`config.mk`:
```
export PLATFORM = sky130hd
export DESIGN_NAME = heater_thermostat
export DESIGN_NICKNAME = d
export VERILOG_FILES = /design/src/rtl/heater_thermostat.sv
export SDC_FILE = /design/constraint.sdc
export NUM_CORES = 1
export LEC_CHECK = 0
export CAP_MARGIN = 20
export CORE_ASPECT_RATIO = 0.9
export CORE_MARGIN = 4
export CORE_UTILIZATION = 59
export DETAILED_ROUTE_END_ITERATION = 8
export PLACE_DENSITY = 0.85
export SLEW_MARGIN = 5
export SYNTH_ARGS = -nofsm -noshare
export SYNTH_HDL_FRONTEND = slang
export SYNTH_SLANG_ARGS = --single-unit
```
`constraint.sdc`:
```
create_clock -name CLK -period 3.67 [get_ports CLK]
set_clock_uncertainty 0.05 [all_clocks]
set_input_delay 0.9175 -clock CLK [delete_from_list [all_inputs] [get_ports CLK]]
set_output_delay 0.9175 -clock CLK [all_outputs]
set_load 0.005 [all_outputs]
```
`src/rtl/heater_thermostat.sv`:
```
// Hysteresis heater thermostat fed by a raw DS18B20 temperature word.
// Periodic sampling, min hold between relay changes, over-temp and sensor-fault latching.
module heater_thermostat #(
    parameter int SAMPLE_PERIOD = 27_000_000,
    parameter int HYST          = 2,
    parameter int MIN_HOLD      = 5,
    parameter int MAX_TEMP      = 90,
    parameter int FAULT_LIMIT   = 3
) (
    input  logic        CLK,
    input  logic        RST_N,
    input  logic [15:0] TEMPERATURE,
    input  logic [7:0]  SETPOINT,
    input  logic        ENABLE,
    input  logic        FAULT_CLR,
    output logic        HEATER_ON,
    output logic        FAULT,
    output logic [7:0]  TEMP_C,
    output logic [1:0]  STATE
);
    typedef enum logic [1:0] {
        S_DISABLED = 2'd0,
        S_HEAT     = 2'd1,
        S_REST     = 2'd2,
        S_FAULT    = 2'd3
    } state_t;

    localparam int TW = (SAMPLE_PERIOD > 1) ? $clog2(SAMPLE_PERIOD) : 1;
    localparam int HW = (MIN_HOLD > 0) ? $clog2(MIN_HOLD + 1) : 1;
    localparam int IW = (FAULT_LIMIT > 0) ? $clog2(FAULT_LIMIT + 1) : 1;
    localparam logic [7:0]        SP_MAX = 8'(MAX_TEMP - 1);
    localparam logic signed [9:0] HYST_S = 10'(HYST);
    localparam logic signed [9:0] MAX_S  = 10'(MAX_TEMP);

    logic [TW-1:0] timer;
    logic          tick, raw_valid;
    logic          vtick_q, itick_q, enable_q;
    logic [IW-1:0] inv_cnt;
    logic [HW-1:0] hold;
    logic          hold_ok, inv_limit;
    logic [7:0]    sp;
    logic signed [9:0] temp_s, sp_s, low_s;
    state_t state, next;

    assign tick      = (timer == TW'(SAMPLE_PERIOD - 1));
    assign raw_valid = (TEMPERATURE != 16'h0000) && (TEMPERATURE != 16'h0550);

    // Sample stage: capture on the tick; the FSM sees the result one cycle later.
    always_ff @(posedge CLK or negedge RST_N) begin
        if (!RST_N) begin
            timer    <= '0;
            vtick_q  <= 1'b0;
            itick_q  <= 1'b0;
            enable_q <= 1'b0;
            TEMP_C   <= 8'd0;
            inv_cnt  <= '0;
        end else begin
            timer    <= tick ? '0 : timer + TW'(1);
            vtick_q  <= tick && raw_valid;
            itick_q  <= tick && !raw_valid;
            enable_q <= ENABLE;
            if (tick && raw_valid)
                TEMP_C <= TEMPERATURE[11:4];
            if (state == S_FAULT && FAULT_CLR)
                inv_cnt <= '0;
            else if (tick) begin
                if (raw_valid)
                    inv_cnt <= '0;
                else if (inv_cnt != IW'(FAULT_LIMIT))
                    inv_cnt <= inv_cnt + IW'(1);
            end
        end
    end

    // 10-bit signed math keeps low threshold from wrapping at small setpoints.
    always_comb begin
        sp     = (SETPOINT > SP_MAX) ? SP_MAX : SETPOINT;
        temp_s = {{2{TEMP_C[7]}}, TEMP_C};
        sp_s   = {2'b00, sp};
        low_s  = sp_s - HYST_S;
    end

    assign hold_ok   = (hold >= HW'(MIN_HOLD));
    assign inv_limit = itick_q && (inv_cnt == IW'(FAULT_LIMIT));

    always_comb begin
        next = state;
        case (state)
            S_DISABLED: begin
                if (vtick_q && temp_s >= MAX_S)
                    next = S_FAULT;
                else if (vtick_q && enable_q)
                    next = (temp_s < low_s) ? S_HEAT : S_REST;
            end
            S_HEAT: begin
                if ((vtick_q && temp_s >= MAX_S) || inv_limit)
                    next = S_FAULT;
                else if (!enable_q)
                    next = S_DISABLED;
                else if (vtick_q && temp_s >= sp_s && hold_ok)
                    next = S_REST;
            end
            S_REST: begin
                if ((vtick_q && temp_s >= MAX_S) || inv_limit)
                    next = S_FAULT;
                else if (!enable_q)
                    next = S_DISABLED;
                else if (vtick_q && temp_s < low_s && hold_ok)
                    next = S_HEAT;
            end
            S_FAULT: begin
                if (FAULT_CLR)
                    next = S_DISABLED;
            end
            default: next = S_DISABLED;
        endcase
    end

    always_ff @(posedge CLK or negedge RST_N) begin
        if (!RST_N) begin
            state     <= S_DISABLED;
            HEATER_ON <= 1'b0;
            hold      <= HW'(MIN_HOLD);
        end else begin
            state     <= next;
            HEATER_ON <= (next == S_HEAT);
            if ((next == S_HEAT) != HEATER_ON)
                hold <= '0;
            else if (vtick_q && !hold_ok)
                hold <= hold + HW'(1);
        end
    end

    assign FAULT = (state == S_FAULT);
    assign STATE = state;
endmodule

```
# ---- Yosys cells after proc, flatten, opt, wreduce, memory -nomap -nowiden
# Index checks and enable logic that the tools add are counted.
# W data, S select, Z words.
dict set report classes {
  n_addsub 4
  n_lt_le_gt_ge 5
  eq_ne 9
  muxes 19
  n_reduce_logical 21
}
# op n
set ops {}
lappend ops {{$mux W2} 14}
lappend ops {{$add A25 B1 Y25 const B} 1}
lappend ops {{$eq A25 B25 Y1 const B} 1}
lappend ops {{$mux W25} 1}
lappend ops {{$ne A16 B11 Y1 const B} 1}
lappend ops {{$reduce_bool A16 Y1} 1}
lappend ops {{$logic_and A1 B1 Y1} 12}
lappend ops {{$ge A8 B9 Y1} 1}
lappend ops {{$lt A8 B9 Y1} 1}
lappend ops {{$sub A8 B2 Y9 const B} 1}
lappend ops {{$ge A8 B8 Y1 const B} 1}
lappend ops {{$gt A8 B7 Y1 const B} 1}
lappend ops {{$mux W8} 1}
lappend ops {{$pmux W2 S4} 1}
lappend ops {{$eq A2 B2 Y1 const B} 3}
lappend ops {{$mux W3} 2}
lappend ops {{$eq A2 B1 Y1 const B} 2}
lappend ops {{$reduce_bool A2 Y1} 2}
lappend ops {{$add A3 B1 Y3 const B} 1}
lappend ops {{$ge A3 B3 Y1 const B} 1}
lappend ops {{$reduce_bool A3 Y1} 1}
lappend ops {{$add A2 B1 Y2 const B} 1}
lappend ops {{$logic_not A1 Y1} 2}
lappend ops {{$logic_not A2 Y1} 1}
lappend ops {{4 further kinds} 4}
dict set report totals {
  reg_bits 44
  input_bits 28
}

# ---- Logic depth before layout (Yosys ltp)
dict set report depth {
  word_depth 13
  depth_mapped 13
}

# ---- Least setup slack after synthesis
# OpenSTA, ideal clock, no wires.
dict set report synth_timing {
  path_type {in2reg}
  from {input SETPOINT[4]}
  to {register hold[0]}
  t_arrival_ns 3.392
  required_time_ns 3.545
  setup_slack_ns 0.153
  cell_stages 13
  n_path_buf 1
  path_cell_list {buf_2 nand3_1 nor2_1 nor2_1 nand2b_1 ha_1 nor2b_1 o2111ai_1 or3b_1 a31oi_1 o211ai_1 a211oi_4 mux2i_1}
}
dict set report synth_via {
  elab_chain_cells 13
  word_cells_on_any_way 23
  classes_between {add/sub (1); order compare (3); eq/ne (2); mux (12); reduce/logical (5)}
}
# item line
set synth_rtl {}
lappend synth_rtl {{from (decl)} 13} ;# input logic [7:0] SETPOINT,
lappend synth_rtl {{$gt A8 B7 Y1} 77} ;# sp = (SETPOINT > SP_MAX) ? SP_MAX : SETPOINT;
lappend synth_rtl {{$mux W8 *} 77}
lappend synth_rtl {{$sub A8 B2 Y9} 80} ;# low_s = sp_s - HYST_S;
lappend synth_rtl {{$lt A8 B9 Y1} {93, 108}}
lappend synth_rtl {{$logic_and A1 B1 Y1 (2 in series)} 108} ;# else if (vtick_q && temp_s < low_s && hold_ok)
lappend synth_rtl {{$mux W2} 108}
lappend synth_rtl {{$mux W2} 106} ;# else if (!enable_q)
lappend synth_rtl {{$mux W2} 104} ;# if ((vtick_q && temp_s >= MAX_S) || inv_limit)
lappend synth_rtl {{$pmux W2 S4 *} 88} ;# case (state)
lappend synth_rtl {{$eq A2 B1 Y1 *} 127} ;# if ((next == S_HEAT) != HEATER_ON)
lappend synth_rtl {{$ne A1 B1 Y1 *} 127}
lappend synth_rtl {{$mux W3 or $reduce_bool A2 Y1 (tied branches)} n/a}
lappend synth_rtl {{to (signal assigned)} 123} ;# hold <= HW'(MIN_HOLD);
lappend synth_rtl {{to (signal assigned)} 130} ;# hold <= hold + HW'(1);
lappend synth_rtl {{to (decl)} 39} ;# logic [HW-1:0] hold;
# Mark *: on every way between the ends. The rest lies on a longest branch, timed or not.
# A chain may end at the register's enable or synchronous reset.

# ---- Worst setup path in the final report
dict set report layout_timing {
  from {input SETPOINT[6]}
  to {register hold[2]}
}
# The elaborated chain is that of the path after synthesis.

==> reports/results.ini <==
[status]
status = completed

[clock_network]
cts.clk_slew.worst_paths_ns = 0.09
clk_latency_ns = 0.30
clock_path_buffers = 2
cts_hold_buf = 0
h-tree-depth = 2
cts_tree = done
cts.sinks = 44
cts-buffers-inserted = 5
root_buffer = clkbuf_8

[floorplanning]
io_pins = 40
die_area_um2 = 5950
die_x_um = 80.8
rows = 23
coreArea_um2 = 4550
die_y_um = 73.6
initial_core_util_pct = 62.0

[synth]
yosysTopAreaCell = dfrtp_1
synthTopCellsByCount = dfrtp_1 (42), nand2_1 (39), nor2_1 (35)
synth_enable_flop_cells = 0
avgSynthCellArea_um2 = 9.15
yosysWarnings = 0
async_flop_share_pct = 100
yosysMostFrequentCell = dfrtp_1
synthTopCellsByArea = dfrtp_1 (37%), ha_1 (8.0%), xor2_1 (5.3%), nand2_1 (5.2%), nor2_1 (4.7%)
synthFlopType = dfrtp_1
yosysSeqAreaShare_pct = 39.2
synth-seq-cells = 44
yosys.cell_types.count = 54
synthesis.area_um2 = 2820
synth_top_area_share_pct = 37.3
synth_cells = 308

[detailed_routing]
wl_per_cell_um = 15.6
routed_wl_um = 6910
drt_iter0_drc = 191
viasPerCell = 5.81
dr_wl_met3_um = 307
wl_met2_um = 3590
firstDrtPassIters = 4
vias = 2575
top_layer = met4
drc = 0
met1_length_um = 2890
ant_nets = 0

[sta]
finalSetupViolCount = 0
setup_ws_ns = 0.100
fmax_mhz = 280
whs_ns = 0.454
grt_setup_unrepaired = no
min_period_over_period_pct = 97.3
drv_slew = 0
slew_headroom_pct = 38.1
timing.final.crit_period_ns = 3.57
hold_viol_final = 0
tns_ns = 0
worst_slew_pin_slew_ns = 0.929

[setup_path]
crit_required_ns = 3.84
cp_num_buf_inv = 1
path_delay_family = compound AO/OA/AOI/OAI gates
critical_path_class = input pin to register
crit_chain = dlygate4sd2_1 > a21o_1 > nor2_4 > nand2b_1 > ha_1 > nor2b_1 > o2111ai_2 > or3b_4 > a31oi_4 > o211ai_1 > a211oi_4 > mux2i_1
worstSetupStartpointType = input pin
cp_max_fo = 4
critPathMaxStageDelay_ns = 0.42
end_kind = register
critical_path_arrival_ns = 3.74
cp_slowest_cell = or3b_4

[final_layout]
drive_above_1_share_pct = 17.8
post-route-util_pct = 81.5
antenna_cells = 0
fillers = 291
area_growth_pct = 31.5
nets = 426

[power_and_ir_drop]
finalPower_mw = 1.04
power_density_nw_per_um2 = 280
peakVddDrop_uv = 328
p_leak_nw = 1.64

[run]
drv_cap = 0

[place]
dp_hpwl_um = 4880
post-place-ws_ns = -0.557
routabilityCongestion = 0.882
portBuffers = 39

[global_routing]
antenna_found_initial = 0
grt_overflow = 0
grt_pass1_wl_um = 11800
grt_use_total_pct = 25.4
grt_pass1_vias = 2555
grt_max_degree = 45

[min_path]
holdCritPathClass = register to register

==> report_power, final <==
group          switching, mW  leakage, nW  internal (mW)
registers            0.00964        0.567          0.489
clock network          0.167       0.0614          0.223
logic                 0.0689         1.01         0.0823
==> worst paths after layout <==
path	endpoint	slack (ns)	startpoint	depth (start not counted)
max	hold[2]	0.10	SETPOINT[6]	12
min	timer[4]	0.45	timer[4]	1
max reg2reg	hold[2]	0.86	TEMP_C[7]	9
min reg2reg	timer[4]	0.45	timer[4]	1
max in group asynchronous	timer[4]	2.28	RST_N	1
min in group asynchronous	HEATER_ON	0.70	RST_N	1
==> state kept, by name (all words and copies together), names as in the netlist <==
signal     count
inv_cnt        2
STATE          2
enable_q       1
hold           3
timer         25
HEATER_ON      1
TEMP_C         8
vtick_q        1
itick_q        1
==> routing by layer <==
metal	track usage, %	vias to the layer above
li1	-	1245
met3	3.31	13
met4	7.32	0
met1	32.3	1249
met5	0	-
met2	45.2	68
==> metrics by stage <==
step / area, um^2 / std cells
5_1_grt: 3710 / 443
6_report: 3710 / 443
2_1_floorplan: 2820 / 309
3_3_place_gp: 3440 / 429
3_5_place_dp: 3440 / 429
4_1_cts: 3630 / 439
==> cell usage in the layout, fill, tap and decap left out, types with 3 or more instances in the layout <==
master and count:
ha_1 18, o21ai_0 7, nor3_1 8, inv_1 10
nor2_1 32, dfrtp_1 42, mux2_2 6, nor2b_1 6
a21o_1 3, xor2_1 17, and2_1 5, clkdlybuf4s50_1 31
nand2_1 38, nand4_1 10, a21oi_1 8, nor4_1 4
nand3_1 13, clkbuf_8 6, o211ai_1 4, mux2i_1 3
nor2_4 3, o21a_1 4, o2111ai_2 3, nand2b_1 7
buf_4 29, xnor2_1 9, o31ai_1 3, dlymetal6s2s_1 5
==> cells by family after synthesis <==
family                   share of synthesized area [%]
AO/OA/AOI/OAI                                     12.8
other                                            0.133
multiplexers                                      3.46
AND/OR/NAND/NOR                                   26.4
XOR/XNOR                                          8.08
flip-flops                                        39.2
adder cells (fa/ha/maj)                           7.99
buffers and inverters                             1.95
==> timing repair <==
item                       CTS  global route
resized for setup           15            12
setup endpoints to repair    4             5
setup buffers                2             4
pin swaps                    8            10
==> layout make-up <==
class / instances / area [um^2] / area share (%)
clock buffers: 6 / 82.6 / 2.23
clock inverters: 2 / 38.8 / 1.05
repair buffers: 68 / 613 / 16.5
multi-input cells: 251 / 1750 / 47.3
flip-flops and latches: 44 / 1100 / 29.8
well taps: 62 / 77.6 / 2.09
inverters: 10 / 37.5 / 1.01
==> worst register-to-register path: cells and delay by family, from the launching register on <==
family,cells,cell delay (ns)
adder cells (fa/ha/maj),1,0.25
AO/OA/AOI/OAI,4,1.01
multiplexers,1,0.25
buffers and inverters,1,0.13
flip-flops,1,0.50
AND/OR/NAND/NOR,2,0.57
Note: power is estimated with default switching activity, not from simulation.
